===== config.mk =====
export PLATFORM = sky130hd
export DESIGN_NAME = dmux8_way_flat
export DESIGN_NICKNAME = d
export VERILOG_FILES = /design/src/rtl/dmux8_way_pkg.sv /design/src/rtl/dmux8_way_if.sv /design/src/rtl/dmux8_way_dmux4_way.sv /design/src/rtl/dmux8_way.sv /design/src/flat_wrapper.sv
export SDC_FILE = /design/constraint.sdc
export NUM_CORES = 1
export LEC_CHECK = 0
export ABC_AREA = 0
export CAP_MARGIN = 20
export CORE_AREA = 2 2 39 41
export DETAILED_ROUTE_END_ITERATION = 10
export DIE_AREA = 0 0 41 43
export PLACE_DENSITY = 0.75
export REMOVE_ABC_BUFFERS = 1
export SLEW_MARGIN = 20
export SYNTH_ARGS = -nofsm -noshare
export SYNTH_HDL_FRONTEND = slang
export SYNTH_SLANG_ARGS = --single-unit

===== constraint.sdc =====
create_clock -name clk -period 0.95 [get_ports clk]
set_input_delay 0.285 -clock clk [delete_from_list [all_inputs] [get_ports clk]]
set_output_delay 0.285 -clock clk [all_outputs]
set_load 0.01 [all_outputs]

===== src/rtl/dmux8_way_pkg.sv =====
// ---------------------------------------------------------------------------
// dmux8_way_pkg
// Purpose : shared constants for the 4-way / 8-way demultiplexer slice.
//   DEFAULT_WIDTH : default data width of the routed input and every output
//   SEL4_W        : select width of the 4-way route (sel[1:0])
//   SEL8_W        : select width of the 8-way route (sel[2:0])
//   NUM_ROUTES    : total number of registered outputs (4 + 8)
// ---------------------------------------------------------------------------
package dmux8_way_pkg;

  localparam int DEFAULT_WIDTH = 1;
  localparam int SEL4_W        = 2;
  localparam int SEL8_W        = 3;
  localparam int NUM_ROUTES    = 12;

endpackage : dmux8_way_pkg


===== src/rtl/dmux8_way_if.sv =====
// ---------------------------------------------------------------------------
// dmux8_way_if
// Purpose : bundles the data/select inputs and the twelve routed outputs of
//           dmux8_way into a single interface.
//   in             : data to be routed (WIDTH)
//   sel            : 3-bit select; sel[1:0] steers the 4-way route
//   a4..d4         : 4-way outputs for sel[1:0] = 0..3 (WIDTH each)
//   a8..h8         : 8-way outputs for sel = 0..7 (WIDTH each)
// Modports:
//   master : drives in/sel, observes the outputs (stimulus side)
//   slave  : receives in/sel, drives the outputs (the demultiplexer)
// ---------------------------------------------------------------------------
interface dmux8_way_if
  import dmux8_way_pkg::*;
#(
  parameter int WIDTH = DEFAULT_WIDTH
);

  logic [WIDTH-1:0]  in;
  logic [SEL8_W-1:0] sel;

  logic [WIDTH-1:0]  a4, b4, c4, d4;
  logic [WIDTH-1:0]  a8, b8, c8, d8, e8, f8, g8, h8;

  modport master (
    output in, sel,
    input  a4, b4, c4, d4,
    input  a8, b8, c8, d8, e8, f8, g8, h8
  );

  modport slave (
    input  in, sel,
    output a4, b4, c4, d4,
    output a8, b8, c8, d8, e8, f8, g8, h8
  );

endinterface : dmux8_way_if


===== src/rtl/dmux8_way_dmux4_way.sv =====
// ---------------------------------------------------------------------------
// dmux4_way
// Purpose : purely combinational 1-to-4 demultiplexer. The selected output
//           carries in_i; the other three are all-zero.
//   in_i  : data to route (WIDTH)
//   sel_i : 2-bit select
//   a_o   : in_i when sel_i = 0, else zero
//   b_o   : in_i when sel_i = 1, else zero
//   c_o   : in_i when sel_i = 2, else zero
//   d_o   : in_i when sel_i = 3, else zero
// ---------------------------------------------------------------------------
module dmux4_way
  import dmux8_way_pkg::*;
#(
  parameter int WIDTH = DEFAULT_WIDTH
) (
  input  logic [WIDTH-1:0]  in_i,
  input  logic [SEL4_W-1:0] sel_i,
  output logic [WIDTH-1:0]  a_o,
  output logic [WIDTH-1:0]  b_o,
  output logic [WIDTH-1:0]  c_o,
  output logic [WIDTH-1:0]  d_o
);

  always_comb begin
    a_o = '0;
    b_o = '0;
    c_o = '0;
    d_o = '0;
    case (sel_i)
      2'd0:    a_o = in_i;
      2'd1:    b_o = in_i;
      2'd2:    c_o = in_i;
      default: d_o = in_i;
    endcase
  end

endmodule : dmux4_way


===== src/rtl/dmux8_way.sv =====
// ---------------------------------------------------------------------------
// dmux8_way
// Purpose : registered 4-way and 8-way demultiplexer sharing one data input
//           and one select. Both routes are computed every cycle and the
//           twelve results are captured in a single register stage, so every
//           output lags its in/sel sample by exactly one clock.
//   clk   : rising-edge clock
//   rst_n : asynchronous active-low reset; clears all outputs immediately
//   bus   : dmux8_way_if slave modport (in, sel, a4..d4, a8..h8)
// ---------------------------------------------------------------------------
module dmux8_way
  import dmux8_way_pkg::*;
#(
  parameter int WIDTH = DEFAULT_WIDTH
) (
  input  logic         clk,
  input  logic         rst_n,
  dmux8_way_if.slave   bus
);

  logic [WIDTH-1:0] a4_d, b4_d, c4_d, d4_d;
  logic [WIDTH-1:0] a8_d, b8_d, c8_d, d8_d, e8_d, f8_d, g8_d, h8_d;
  logic [WIDTH-1:0] lo_in, hi_in;

  logic [NUM_ROUTES-1:0][WIDTH-1:0] route_d;
  logic [NUM_ROUTES-1:0][WIDTH-1:0] route_q;

  // 4-way route ignores sel[2] entirely.
  dmux4_way #(.WIDTH(WIDTH)) u_route4 (
    .in_i  (bus.in),
    .sel_i (bus.sel[SEL4_W-1:0]),
    .a_o   (a4_d),
    .b_o   (b4_d),
    .c_o   (c4_d),
    .d_o   (d4_d)
  );

  // sel[2] gates the data into exactly one half of the 8-way route; the idle
  // half sees zero data and therefore drives all-zero on every output.
  assign lo_in = bus.sel[SEL8_W-1] ? '0 : bus.in;
  assign hi_in = bus.sel[SEL8_W-1] ? bus.in : '0;

  dmux4_way #(.WIDTH(WIDTH)) u_route8_lo (
    .in_i  (lo_in),
    .sel_i (bus.sel[SEL4_W-1:0]),
    .a_o   (a8_d),
    .b_o   (b8_d),
    .c_o   (c8_d),
    .d_o   (d8_d)
  );

  dmux4_way #(.WIDTH(WIDTH)) u_route8_hi (
    .in_i  (hi_in),
    .sel_i (bus.sel[SEL4_W-1:0]),
    .a_o   (e8_d),
    .b_o   (f8_d),
    .c_o   (g8_d),
    .d_o   (h8_d)
  );

  assign route_d = {a4_d, b4_d, c4_d, d4_d,
                    a8_d, b8_d, c8_d, d8_d, e8_d, f8_d, g8_d, h8_d};

  // Single output stage; no enable, so every edge out of reset reloads it.
  always_ff @(posedge clk or negedge rst_n) begin
    if (!rst_n) begin
      route_q <= '0;
    end else begin
      route_q <= route_d;
    end
  end

  assign {bus.a4, bus.b4, bus.c4, bus.d4,
          bus.a8, bus.b8, bus.c8, bus.d8,
          bus.e8, bus.f8, bus.g8, bus.h8} = route_q;

endmodule : dmux8_way


===== src/flat_wrapper.sv =====
// flat-port wrapper written by rule: the top's interface ports become plain ports
module dmux8_way_flat import dmux8_way_pkg::*;
#(
  parameter int WIDTH = DEFAULT_WIDTH
)
  (clk, rst_n, bus_in, bus_sel, bus_a4, bus_b4, bus_c4, bus_d4, bus_a8, bus_b8, bus_c8, bus_d8, bus_e8, bus_f8, bus_g8, bus_h8);
  dmux8_way_if #(.WIDTH(WIDTH)) bus_i ();
  input  logic clk;
  input  logic rst_n;
  input wire logic [$bits(bus_i.in)-1:0] bus_in;
  input wire logic [$bits(bus_i.sel)-1:0] bus_sel;
  output wire logic [$bits(bus_i.a4)-1:0] bus_a4;
  output wire logic [$bits(bus_i.b4)-1:0] bus_b4;
  output wire logic [$bits(bus_i.c4)-1:0] bus_c4;
  output wire logic [$bits(bus_i.d4)-1:0] bus_d4;
  output wire logic [$bits(bus_i.a8)-1:0] bus_a8;
  output wire logic [$bits(bus_i.b8)-1:0] bus_b8;
  output wire logic [$bits(bus_i.c8)-1:0] bus_c8;
  output wire logic [$bits(bus_i.d8)-1:0] bus_d8;
  output wire logic [$bits(bus_i.e8)-1:0] bus_e8;
  output wire logic [$bits(bus_i.f8)-1:0] bus_f8;
  output wire logic [$bits(bus_i.g8)-1:0] bus_g8;
  output wire logic [$bits(bus_i.h8)-1:0] bus_h8;
  assign bus_i.in = bus_in;
  assign bus_i.sel = bus_sel;
  assign bus_a4 = bus_i.a4;
  assign bus_b4 = bus_i.b4;
  assign bus_c4 = bus_i.c4;
  assign bus_d4 = bus_i.d4;
  assign bus_a8 = bus_i.a8;
  assign bus_b8 = bus_i.b8;
  assign bus_c8 = bus_i.c8;
  assign bus_d8 = bus_i.d8;
  assign bus_e8 = bus_i.e8;
  assign bus_f8 = bus_i.f8;
  assign bus_g8 = bus_i.g8;
  assign bus_h8 = bus_i.h8;
  dmux8_way #(.WIDTH(WIDTH)) u_core (.clk(clk), .rst_n(rst_n), .bus(bus_i));
endmodule

==> results.py, run 1 <==
metrics = {
    "run_status": {
        "outcome": "finished, violations left",
        "violations": "negative setup slack",
    },
    "clock_network": {
        "clk_pin_slew_ps": 70,
        "cts_root_buffer": "clkbuf_4",
        "clock-sinks": 12,
        "numCtsBuffers": 3,
        "cts_tree": "built",
        "clk_path_buf_depth": 2,
        "ctsHoldBuffers": 0,
        "cts_max_level": 1,
        "post_cts_buffers": 0,
    },
    "detailed_routing": {
        "viasPerCell": 4.540,
        "wl_per_cell_microns": 9.746,
        "num_vias": 286,
        "ant_nets": 0,
        "drtIter0Drc": 3,
        "drcViolationCount": 0,
        "met2_length_microns": 270,
        "top_layer_used": "met3",
        "wl_met3_microns": 63,
        "wl_met1_microns": 280,
        "wl_microns": 614,
        "dr.pass1.iters": 2,
    },
    "layout": {
        "register_area_sq_um": 300.3,
        "fin_util_pct": 46.65,
        "n_fill_cell": 140,
        "antenna_cells": 0,
        "drive_gt1_share_pct": 57.45,
        "syn_to_final_growth_pct": 40.98,
        "multiInputGateArea_sq_um": 137.6,
        "nets": 54,
    },
    "place": {
        "gp_congestion": 0.6598,
        "portBuffers": 17,
        "place_ws_ps": -421.1,
    },
    "synth": {
        "synth-async-reset-ratio_pct": 100.0,
        "synth_top_cells_by_area": "dfrtp_1 66%, and4bb_2 8.2%, nor4b_4 5.2%",
        "synth_seq_area_share_pct": 65.57,
        "avgSynthCellArea_sq_um": 16.96,
        "synthTopCellsByCount": "12 x dfrtp_1, 3 x and4bb_2, 2 x and3b_2, 2 x and4b_1",
        "yosys.area.top_type_share_pct": 65.57,
        "synth-seq-cells": 12,
        "ys_types": 12,
        "yosysMostFrequentCell": "dfrtp_1",
        "netlist_area_sq_um": 457.9,
        "synth_largest_area_cell": "dfrtp_1",
        "synth-main-ff-cell": "dfrtp_1",
        "yosysWarnings": 0,
        "netlist_instances": 27,
        "synth_enable_flop_cells": 0,
    },
    "sta": {
        "worst_slack_ps": -89.04,
        "finalSetupViolations": 12,
        "rsz0062_at_grt": "true",
        "slew_viol_final": 0,
        "worstMarginPinSlew_ps": 354.9,
        "hold_violations": 0,
        "relSlewSlack_pct": 76.34,
        "fmax_ghz": 0.9624,
        "post-route-min-period_ps": 1039,
        "final_min_period_over_clock_period_pct": 109.4,
    },
    "critical_path": {
        "cp_num_buf_inv": 1,
        "crit_start": "u_core.bus.g8",
        "path_cells": "buf_6",
        "max_stage_delay_ps": 380,
        "worst_ep_arrival_time_ps": 750,
        "critPathMaxFanout": 1,
        "crit_family": "flip-flops",
        "cp-start-kind": "flop",
        "cp.depth": 1,
        "crit_type": "reg -> out",
        "crit_path_end": "bus_g8",
        "end_kind": "primary output",
        "crit_slowest_cell": "dfrtp_1",
        "critical_path_required_ps": 660,
    },
    "global_routing": {
        "grt_pass1_wl_microns": 972,
        "grt_max_degree": 13,
        "antenna_found_initial": 0,
        "track_usage_pct": 8.691,
        "grt_pass1_vias": 242,
        "overflow": 0,
    },
    "floorplan": {
        "initial_core_util_pct": 33.09,
        "core_sq_um": 1384,
        "pin_count": 18,
        "rows": 14,
        "die_area_sq_um": 1763,
        "dieHeight_microns": 43,
        "die_w_microns": 41,
    },
    "power": {
        "irDropWorstVdd_v": 0.0007804,
        "powerDensity_nw_per_um2": 1571,
        "p_leak_nw": 0.3497,
    },
    "min_path": {
        "hold_path.class": "in -> async",
    },
    "job": {
        "maxCapViolCount": 0,
    },
}
==> kinds of logic after synthesis <==
group | Yosys count | share of synthesized area, %
buffers and inverters | 3 | 4.372
DFF | 12 | 65.57
and+or+nand+nor | 12 | 30.06
==> repair_timing <==
item | in CTS | in global routing
cloned | 0 | 0
setup endpoints to repair | 23 | 12
resized for setup | 52 | 3
endpoints found under the hold margin | 0 | 0
==> power by group <==
| group | switching, mW | leakage, nW | internal [mW] | total, mW |
|---|---|---|---|---|
| Combinational | 0.0487 | 0.165 | 0.0552 | 0.104 |
| Clock | 0.148 | 0.0210 | 0.232 | 0.381 |
| Sequential | 0.00377 | 0.164 | 0.525 | 0.529 |
==> final cells by class <==
cell class	instances	share of cell area, %
Tap cell	16	3.101
Sequential cell	12	46.51
Multi-Input combinational cell	12	21.32
Clock buffer	4	5.620
Timing Repair Buffer	19	23.45
==> per-stage QoR <==
stage | instances | instance area [sq um] | TNS (ps) | total power, mW | hold slack, ps
2_1_floorplan | 24 | 437.9 | 0 | 0.5691 | -10.59
3_3_place_gp | 59 | 655.6 | -6128 | 0.6595 | 626.0
3_5_place_dp | 59 | 655.6 | -6381 | 0.6618 | 636.0
4_1_cts | 63 | 626.9 | -1180 | 1.029 | 350.1
5_1_grt | 63 | 645.6 | -1480 | 1.075 | 337.2
6_report | 63 | 645.6 | -1005 | 1.014 | 351.8
==> worst min-delay path by stage <==
stage / end / cells after the start
3_3_place_gp: u_core.bus.d4 / 2
3_5_place_dp: u_core.bus.c4 / 2
4_1_cts: u_core.bus.g8 / 2
5_1_grt: u_core.bus.c4 / 2
6_report: u_core.bus.g8 / 2
2_1_floorplan: u_core.bus.a4 / 0
==> registers in the layout, summed over array words and instances, names as in the netlist <==
| register | count |
|---|---|
| u_core.bus.a4 | 1 |
| u_core.bus.a8 | 1 |
| u_core.bus.b4 | 1 |
| u_core.bus.b8 | 1 |
| u_core.bus.c4 | 1 |
| u_core.bus.c8 | 1 |
| u_core.bus.d4 | 1 |
| u_core.bus.d8 | 1 |
| u_core.bus.e8 | 1 |
| u_core.bus.f8 | 1 |
| u_core.bus.g8 | 1 |
| u_core.bus.h8 | 1 |
==> layout by cell type (no fill, tap or decap) <==
cell             instances
dfrtp_1                 12
and3_2                   1
and3b_2                  2
clkbuf_8                 1
clkdlybuf4s50_1          1
clkbuf_4                 3
and4bb_2                 3
buf_2                    9
buf_6                    3
and4b_1                  2
buf_12                   1
nor3b_1                  1
nor4b_4                  1
dlygate4sd2_1            4
and4_2                   1
buf_4                    1
and4b_2                  1
==> layer usage <==
| metal | vias to the layer above | track usage, % |
|---|---|---|
| met5 | - | 0 |
| met4 | 0 | 8.000 |
| met3 | 0 | 3.141 |
| met2 | 13 | 10.63 |
| met1 | 132 | 11.26 |
| li1 | 141 | - |
(Power assumes the default switching activity.)
==> run 2: changes to the inputs <==
- GPL_TIMING_DRIVEN: unset -> 1
- clock period: 0.95 -> 1.19 ns (I/O delays scaled with it)
==> run 2 against run 1 <==
Against the previous run: the flow now finishes without violations; clock-buffer cell count unchanged; core utilization decreased by 1.9 points; critical path depth increased by 1; highest routed layer unchanged; combinational power shrank 22%; design area is 4.1% lower; global-route usage rose by 1.0 points.
==> results.py, run 2 (synthesis results as in run 1) <==
metrics = {
    "detailed_routing": {
        "viasPerCell": 4.476,
        "dr.pass1.iters": 2,
        "drcViolationCount": 0,
        "num_vias": 282,
        "wl_per_cell_microns": 11.38,
        "drtIter0Drc": 1,
        "wl_microns": 717,
        "ant_nets": 0,
    },
    "global_routing": {
        "grt_max_degree": 13,
        "overflow": 0,
        "grt_pass1_vias": 259,
        "grt_pass1_wl_microns": 1104,
        "track_usage_pct": 9.704,
        "antenna_found_initial": 0,
    },
    "critical_path": {
        "max_stage_delay_ps": 700,
        "crit_family": "buffers and inverters",
        "crit_slowest_cell": "clkdlybuf4s50_1",
        "critical_path_required_ps": 1340,
        "cp-start-kind": "input pin",
        "critPathMaxFanout": 12,
        "worst_ep_arrival_time_ps": 1330,
        "cp_num_buf_inv": 1,
        "crit_type": "in -> reg",
        "end_kind": "flop",
        "path_cells": "clkdlybuf4s50_1 -> and4b_2",
    },
    "floorplan": {
        "pin_count": 18,
        "core_sq_um": 1384,
        "die_w_microns": 41,
        "dieHeight_microns": 43,
        "die_area_sq_um": 1763,
        "rows": 14,
        "initial_core_util_pct": 33.09,
    },
    "layout": {
        "final_cell_mix": "12 x buf_2, 12 x dfrtp_1, 5 x clkdlybuf4s50_1",
        "n_fill_cell": 145,
        "final_area_sq_um": 619.3,
        "drive_gt1_share_pct": 57.45,
        "antenna_cells": 0,
        "multiInputGateArea_sq_um": 137.6,
        "fin_cells": 63,
        "register_area_sq_um": 300.3,
        "nets": 54,
        "syn_to_final_growth_pct": 35.25,
        "fin_util_pct": 44.76,
    },
    "min_path": {
        "hold_path.class": "in -> async",
    },
    "power": {
        "irDropWorstVdd_v": 0.0008224,
        "p_leak_nw": 0.3373,
        "finalPower_mw": 0.8086,
        "powerDensity_nw_per_um2": 1306,
    },
    "clock_network": {
        "cts_max_level": 1,
        "cts_root_buffer": "clkbuf_4",
        "clock-sinks": 12,
        "cts_tree": "built",
        "numCtsBuffers": 3,
        "ctsHoldBuffers": 0,
        "cts_resized": 48,
        "clk_path_buf_depth": 2,
        "post_cts_buffers": 0,
        "clk_pin_slew_ps": 70,
    },
    "run_status": {
        "outcome": "complete, no violations",
    },
    "sta": {
        "relSlewSlack_pct": 74.40,
        "final_min_period_over_clock_period_pct": 99.05,
        "post-route-min-period_ps": 1179,
        "finalSetupViolations": 0,
        "tns_ps": 0,
        "worst_slack_ps": 11.29,
        "finalHoldWorstSlack_ps": 391.3,
        "hold_violations": 0,
        "rsz0062_at_grt": "false",
        "fmax_ghz": 0.8484,
        "worstMarginPinSlew_ps": 382.9,
        "slew_viol_final": 0,
    },
    "place": {
        "dp.cells": 59,
        "portBuffers": 17,
        "gp_congestion": 0.6405,
        "place_area_sq_um": 643.1,
        "place_ws_ps": -251.3,
    },
    "job": {
        "maxCapViolCount": 0,
    },
}
## run 2: cell types whose count changed in the layout (fill, tap and decap cells not counted), sizes merged
cell,change
clkdlybuf4s50,+4
dlygate4sd2,-4
## run 2: path summary, 6_finish.rpt
path / start / to / slack, ps / cells after the start
max: bus_sel[0] / u_core.bus.g8 / 10 / 2
min: rst_n / u_core.bus.d4 / 390 / 2
max in group asynchronous: rst_n / u_core.bus.a8 / 650 / 2
min in group clk: bus_sel[2] / u_core.bus.f8 / 870 / 2
## run 2: per-layer routing
metal	GRT usage [%]	up-vias	part of all wire, %
met1	11.56	131	46
li1	-	138	-
met3	3.141	0	7.7
met5	0	-	0
met2	13.44	13	46
met4	8.000	0	0
## run 2: layout make-up
| cell class | instances | share of cell area, % |
|---|---|---|
| Clock buffer | 4 | 5.859 |
| Timing Repair Buffer | 19 | 20.20 |
| Sequential cell | 12 | 48.48 |
| Multi-Input combinational cell | 12 | 22.22 |
| Tap cell | 16 | 3.232 |
## run 2: where the power goes
part | internal [mW] | switching, mW | leakage, nW
registers | 0.419 | 0.00243 | 0.164
logic | 0.0413 | 0.0398 | 0.153
clock network | 0.186 | 0.120 | 0.0210
total | 0.646 | 0.162 | 0.337
